$ cat config.mk
export PLATFORM = sky130hd
export DESIGN_NAME = mmu_loader
export DESIGN_NICKNAME = d
export VERILOG_FILES = /design/src/rtl/mmu_loader.sv
export SDC_FILE = /design/constraint.sdc
export NUM_CORES = 1
export LEC_CHECK = 0
export BUFFER_PORTS_ARGS = -buffer_cell sky130_fd_sc_hd__buf_2
export CAP_MARGIN = 5
export CORE_UTILIZATION = 45
export CTS_CLUSTER_DIAMETER = 40
export DETAILED_ROUTE_END_ITERATION = 10
export GPL_TIMING_DRIVEN = 0
export HOLD_SLACK_MARGIN = 0.03
export PLACE_DENSITY = 0.77
export SLEW_MARGIN = 40
export SYNTH_ARGS = -nofsm -noshare
export SYNTH_HDL_FRONTEND = slang
export SYNTH_SLANG_ARGS = --single-unit
$ cat constraint.sdc
create_clock -name clk -period 3.5 [get_ports clk]
set_clock_uncertainty 0.1 [all_clocks]
set_input_delay 0.7 -clock clk [delete_from_list [all_inputs] [get_ports clk]]
set_output_delay 0.7 -clock clk [all_outputs]
set_load 0.02 [all_outputs]
$ cat src/rtl/mmu_loader.sv
// mmu_loader: host byte-stream writer and sequencer for the 2x2 systolic matrix unit.
// Collects four weight bytes and four input bytes, then runs mmu_feeder for one pass
// of RUN_CYCLES cycles.
// Optional feature: define MMU_LOADER_WEIGHT_REUSE_EN to honour reuse_weights. When
// honoured, a pass or an abort can return to the input phase and keep the loaded weights.
module mmu_loader #(
  parameter int RUN_CYCLES = 6
) (
  input  logic       clk,
  input  logic       rst,
  input  logic       in_valid,
  input  logic [7:0] in_data,
  output logic       in_ready,
  input  logic       abort,
  input  logic       reuse_weights,
  output logic [7:0] weight_0,
  output logic [7:0] weight_1,
  output logic [7:0] weight_2,
  output logic [7:0] weight_3,
  output logic [7:0] input_0,
  output logic [7:0] input_1,
  output logic [7:0] input_2,
  output logic [7:0] input_3,
  output logic       mmu_en,
  output logic [2:0] mmu_cycles,
  output logic       busy,
  output logic       done
);

  typedef enum logic [1:0] {LOAD_W, LOAD_X, RUN} state_t;

  localparam logic [2:0] LAST = 3'(RUN_CYCLES - 1);

  state_t     state;
  logic [1:0] idx;
  logic [7:0] w_q [4];
  logic [7:0] x_q [4];
  logic       accept;
  logic       reuse;
  state_t     after_pass;

`ifdef MMU_LOADER_WEIGHT_REUSE_EN
  assign reuse = reuse_weights;
`else
  logic unused_reuse;
  assign unused_reuse = reuse_weights;
  assign reuse        = 1'b0;
`endif

  // Load states are the only ones that take bytes; held low while reset is asserted.
  assign in_ready   = !rst && (state != RUN);
  assign accept     = in_valid && in_ready;
  assign after_pass = reuse ? LOAD_X : LOAD_W;

  assign weight_0 = w_q[0];
  assign weight_1 = w_q[1];
  assign weight_2 = w_q[2];
  assign weight_3 = w_q[3];
  assign input_0  = x_q[0];
  assign input_1  = x_q[1];
  assign input_2  = x_q[2];
  assign input_3  = x_q[3];

  // Load/run sequencer with registered feeder controls and operand registers.
  always_ff @(posedge clk) begin
    if (rst) begin
      state      <= LOAD_W;
      idx        <= 2'd0;
      mmu_en     <= 1'b0;
      busy       <= 1'b0;
      done       <= 1'b0;
      mmu_cycles <= 3'd0;
      for (int i = 0; i < 4; i++) begin
        w_q[i] <= 8'd0;
        x_q[i] <= 8'd0;
      end
    end else if (abort) begin
      // Abort overrides any byte offered this cycle; operands are kept.
      state      <= after_pass;
      idx        <= 2'd0;
      mmu_en     <= 1'b0;
      busy       <= 1'b0;
      done       <= 1'b0;
      mmu_cycles <= 3'd0;
    end else begin
      case (state)
        LOAD_W: begin
          if (accept) begin
            w_q[idx] <= in_data;
            idx      <= idx + 2'd1;
            if (idx == 2'd3) state <= LOAD_X;
          end
        end
        LOAD_X: begin
          if (accept) begin
            x_q[idx] <= in_data;
            idx      <= idx + 2'd1;
            if (idx == 2'd3) begin
              state      <= RUN;
              mmu_en     <= 1'b1;
              busy       <= 1'b1;
              mmu_cycles <= 3'd0;
              done       <= (LAST == 3'd0);
            end
          end
        end
        RUN: begin
          if (mmu_cycles == LAST) begin
            state      <= after_pass;
            mmu_en     <= 1'b0;
            busy       <= 1'b0;
            done       <= 1'b0;
            mmu_cycles <= 3'd0;
          end else begin
            mmu_cycles <= mmu_cycles + 3'd1;
            done       <= ((mmu_cycles + 3'd1) == LAST);
          end
        end
        default: state <= LOAD_W;
      endcase
    end
  end

endmodule

==> impl_metrics.json, run 1 <==
{
  "portBuffers": 82,
  "peakVddDrop_mv": 0.289,
  "ff2ff_setup_slack_ps": 1300,
  "path_max_fanout": 10,
  "fin_tns_setup_ps": 0,
  "numCtsBuffers": 9,
  "min_path_cells": 2,
  "fp.coreArea_um2": 6350,
  "clock_latency_ps": 330,
  "clk_pin_slew_ps": 70,
  "start_util_pct": 46.6,
  "r2r_start": "idx[1]",
  "netlist_area_um2": 2960,
  "synth_commonest_cells": "and2_1, edfxtp_1, dfxtp_1, nand2_1, or2_2",
  "root_buffer": "clkbuf_8",
  "startpoint_type": "input port",
  "drt_wl_total_mm": 5.77,
  "cts_setup_buffers": 0,
  "synth_edf_count": 64,
  "ys_seq_area_share_pct": 71.0,
  "cp.required_ps": 2700,
  "antennaDiodeCount": 0,
  "die_h_um": 83.1,
  "worst_hold_path_type": "reg2reg",
  "area_growth_pct": 24.5,
  "synth-seq-cells": 73,
  "clockBufferDepth": 2,
  "wire_per_inst_um": 15.5,
  "synth_top_cell_by_area": "edfxtp_1",
  "dr_total_vias": 1843,
  "end_kind": "output port",
  "crit_type": "in2out",
  "avgSynthCellArea_um2": 15.0,
  "worst_path_most_repeated_cell": "buf_2",
  "htree_levels": 3,
  "synth.yosys.warnings": 0,
  "slew_violations": 0,
  "syn_inst": 197,
  "track_usage_pct": 17.7,
  "dp_hpwl_mm": 4.07,
  "async_flop_share_pct": 0,
  "min_period_over_period_pct": 66.3,
  "final.min_clock_period_ps": 2320,
  "synth_nets": 211,
  "drtIter0Drc": 153,
  "r2r-end": "w_q[2][1]",
  "path_buf_inv": 3,
  "whs_ps": 384,
  "power_density_nw_per_um2": 496,
  "fp.dieW_um": 83.1,
  "drc": 0,
  "cap_violations": 0,
  "first_pass_iters": 4,
  "max_slew_margin_pct": 55.2,
  "fin_nets": 304,
  "cpLargestDelayFamily": "buffers and inverters",
  "final_antenna_net_count": 0,
  "grt_pass1_wl_mm": 9.03,
  "grt_max_degree": 14,
  "cp_cell_sequence": "buf_2 -> clkbuf_1 -> nor2_1 -> buf_2",
  "synth_cell_types": 35,
  "cts_resized": 0,
  "vias_per_cell": 4.95,
  "status": "finished, final reports clean",
  "rsz0062_at_grt": "no",
  "ys_top_cells_by_area": "edfxtp_1, and2_1, dfxtp_1",
  "worst_path_max_delay_cell": "clkbuf_1",
  "holdPathEnd": "done",
  "ff2ff_path_depth": 4,
  "gp_congestion": 0.724,
  "cts_sinks": 73,
  "worst_pin_slew_ps": 672,
  "gr-total-overflow": 0,
  "antenna_found_initial": 0,
  "std_cell_rows": 29,
  "setup_viol": 0,
  "max_stage_delay_ps": 430,
  "synth_top_area_share_pct": 64.9,
  "fmax_ghz": 0.431,
  "grt_pass1_vias": 1693,
  "arrival_ps": 1520,
  "synthFlopType": "edfxtp_1",
  "power.leakage_nw": 1.54,
  "drive_gt1_share_pct": 39.7,
  "cts_hold_buffers": 0,
  "hold_violations": 0,
  "dieArea_um2": 6900,
  "min_from": "done",
  "io_pins": 84,
  "cts_tree": "yes"
}
==> through the flow <==
stage	setup slack, ps	utilization, %	area, um2	cells	total power (W)
after global placement	908	54.6	3470	356	0.00113
after floorplan	1180	-	2960	197	0.00108
final	1180	58.0	3680	372	0.00183
after detailed placement	869	54.6	3470	356	0.00114
after global routing	1110	58.0	3680	372	0.00188
after CTS	1170	58.0	3680	372	0.00184
==> cells in the final DEF, fill, tap and decap left out, types with 3 or more instances in the layout <==
| master | instances |
|---|---|
| nor4_4 | 4 |
| dfxtp_1 | 9 |
| clkbuf_1 | 4 |
| nand2_1 | 6 |
| and2_1 | 64 |
| inv_1 | 4 |
| edfxtp_1 | 64 |
| or2_2 | 6 |
| clkbuf_8 | 9 |
| nor2_1 | 4 |
| buf_2 | 82 |
| clkinvlp_4 | 3 |
==> worst max path at each step <==
stage	start	end	slack (ps)	depth (start not counted)
after CTS	rst	in_ready	1170	4
final	rst	in_ready	1180	4
after global placement	rst	w_q[2][3]	910	5
after detailed placement	rst	w_q[2][4]	870	5
after floorplan	rst	w_q[2][0]	1180	4
after global routing	rst	in_ready	1110	4
==> per-layer routing <==
layer	up-vias	GRT usage, %	part of all wire, %
li1	885	-	-
met1	872	23.3	45
met2	74	27.9	47
met3	12	3.48	5.1
met4	0	8.93	2.3
met5	-	0	0
==> power breakdown <==
| group | switching (W) | internal, W | leakage, nW |
|---|---|---|---|
| logic | 0.0000953 | 0.0000373 | 0.708 |
| registers | 0.00000846 | 0.000975 | 0.734 |
| clock network | 0.000310 | 0.000404 | 0.0991 |
| total | 0.000413 | 0.00142 | 1.54 |
==> flip-flops by register name (all words and copies together) (netlist names) <==
signal / count
x_q: 32
done: 1
mmu_cycles: 3
busy: 1
state: 2
w_q: 32
idx: 2
==> final cells by class <==
type | count | area, um2
timing repair buffer | 82 | 410
tap | 77 | 96.3
clock inverter | 6 | 91.3
inverter | 4 | 15.0
buffer | 6 | 35.0
fill | 505 | 2670
clock buffer | 10 | 128
sequential | 73 | 2100
multi-input combinational | 114 | 807
==> cell families (layout without fill, tap and decap cells) <==
kind of cell | Yosys count | in the layout | synth area share, %
AO/OA/AOI/OAI | 11 | 11 | 2.96
flip-flops | 73 | 73 | 71.0
AND/OR/NAND/NOR | 99 | 99 | 23.0
multiplexers | 1 | 1 | 0.338
buffers and inverters | 10 | 108 | 1.69
XOR/XNOR | 2 | 2 | 0.592
adder cells (fa/ha/maj) | 1 | 1 | 0.423
==> worst min-delay path: cells and delay by family, from the launching register on <==
family	cells	cell delay (ps)
AO/OA/AOI/OAI	1	70
flip-flops	1	320
AND/OR/NAND/NOR	1	50
No activity file was read; power rests on OpenSTA's default activity.
==> run 2: changes to the inputs <==
--- a/config.mk
+++ b/config.mk
@@ -12,7 +12,7 @@
 export DETAILED_ROUTE_END_ITERATION = 10
 export GPL_TIMING_DRIVEN = 0
 export HOLD_SLACK_MARGIN = 0.03
-export PLACE_DENSITY = 0.77
+export PLACE_DENSITY = 0.79
 export SLEW_MARGIN = 40
 export SYNTH_ARGS = -nofsm -noshare
 export SYNTH_HDL_FRONTEND = slang
==> constraint.sdc (replaced) <==
create_clock -name clk -period 2.1 [get_ports clk]
set_clock_uncertainty 0.1 [all_clocks]
set_input_delay 0.42 -clock clk [delete_from_list [all_inputs] [get_ports clk]]
set_output_delay 0.42 -clock clk [all_outputs]
set_load 0.02 [all_outputs]
==> impl_metrics.json, run 2 (synthesis results as in run 1) <==
{
  "hold_violations": 0,
  "startpoint_type": "flip-flop",
  "clockBufferDepth": 2,
  "worst_hold_path_type": "in2reg",
  "final_antenna_net_count": 0,
  "drtIter0Drc": 99,
  "peakVddDrop_mv": 0.546,
  "crit_type": "reg2reg",
  "dp_hpwl_mm": 4.04,
  "gr-total-overflow": 0,
  "cp.required_ps": 2060,
  "area_growth_pct": 25.8,
  "cap_violations": 0,
  "drt_wl_total_mm": 5.82,
  "fin_tns_setup_ps": 0,
  "portBuffers": 82,
  "std_cell_rows": 29,
  "max_slew_margin_pct": 60.4,
  "fin_nets": 308,
  "final_cells": 376,
  "dr_total_vias": 1839,
  "arrival_ps": 1980,
  "min_period_over_period_pct": 96.2,
  "cts_tree": "yes",
  "fp.dieW_um": 83.1,
  "drc": 0,
  "track_usage_pct": 17.7,
  "io_pins": 84,
  "grt_pass1_wl_mm": 9.11,
  "antenna_found_initial": 0,
  "drive_gt1_share_pct": 42.1,
  "wire_per_inst_um": 15.5,
  "cts_sinks": 73,
  "power_density_nw_per_um2": 780,
  "path_max_fanout": 8,
  "final_cell_mix": "buf_2, and2_1, edfxtp_1, clkbuf_8, dfxtp_1",
  "power.leakage_nw": 1.57,
  "final.min_clock_period_ps": 2020,
  "vias_per_cell": 4.89,
  "nFillCells": 487,
  "final_common_cell": "buf_2",
  "htree_levels": 3,
  "top_regs": "w_q (32), x_q (32), mmu_cycles (3)",
  "antennaDiodeCount": 0,
  "clock_latency_ps": 340,
  "grt_pass1_vias": 1758,
  "fp.coreArea_um2": 6350,
  "clk_pin_slew_ps": 70,
  "numCtsBuffers": 9,
  "end_kind": "flip-flop",
  "root_buffer": "clkbuf_8",
  "finalCoreUtilization_pct": 58.6,
  "grt_max_degree": 13,
  "start_util_pct": 46.6,
  "die_h_um": 83.1,
  "whs_ps": 332,
  "first_pass_iters": 6,
  "setup_viol": 0,
  "dieArea_um2": 6900,
  "gp_congestion": 0.796,
  "worst_pin_slew_ps": 594,
  "fmax_ghz": 0.495,
  "status": "finished, final reports clean",
  "place_inst": 356,
  "rsz0062_at_grt": "no",
  "slew_violations": 0
}
## run 2: path summary, 6_finish.rpt
| kind | from | to | slack, ps | depth (start not counted) |
|---|---|---|---|---|
| worst min-delay path | abort | state[0] | 330 | 3 |
| worst max-delay path | state[1] | x_q[1][6] | 80 | 4 |
| worst max register to register | state[1] | x_q[1][6] | 80 | 4 |
| worst min register to register | done | done | 380 | 2 |
## run 2: repair_timing
item	CTS	global route
pin swaps	1	3
setup endpoints to repair	39	65
hold endpoints to repair	0	0
setup buffers	1	3
hold buffers	0	0
resized for setup	5	9
## run 2: report_power, final
group | leakage [nW] | internal, W | switching [W]
registers | 0.735 | 0.00162 | 0.0000130
logic | 0.746 | 0.0000697 | 0.000159
clock network | 0.0897 | 0.000540 | 0.000500
total | 1.57 | 0.00223 | 0.000672
## run 2: routing by layer
| metal | global-route usage (%) | vias to the layer above | share of wire (%) |
|---|---|---|---|
| met5 | 0 | - | 0 |
| met2 | 26.9 | 63 | 49 |
| met3 | 3.68 | 13 | 4.8 |
| met1 | 23.6 | 869 | 43 |
| met4 | 10.3 | 0 | 3.1 |
| li1 | - | 894 | - |
## run 2: through the flow
step	cell area (um2)	setup slack, ps	power (W)
after floorplan	2960	56.0	0.00180
after global placement	3470	-180	0.00189
after detailed placement	3470	-267	0.00189
after CTS	3680	3.60	0.00292
after global routing	3720	4.51	0.00300
final	3720	80.8	0.00290
## run 2: worst max-delay path, stage by stage, from the launching register on
cell     delay, ps
dfxtp_4        340
or4b_4         490
buf_12         170
nor4_4         380
or2_4          250
## run 2: layout make-up
cell class              instances  area (um2)  area share (%)
well taps                      77        96.3            2.59
clock buffers                  10         128            3.43
repair buffers                 86         440            11.8
inverters                       4        15.0           0.403
multi-input cells             114         832            22.4
plain buffers                   6        46.3            1.24
flip-flops and latches         73        2110            56.6
clock inverters                 6        58.8            1.58
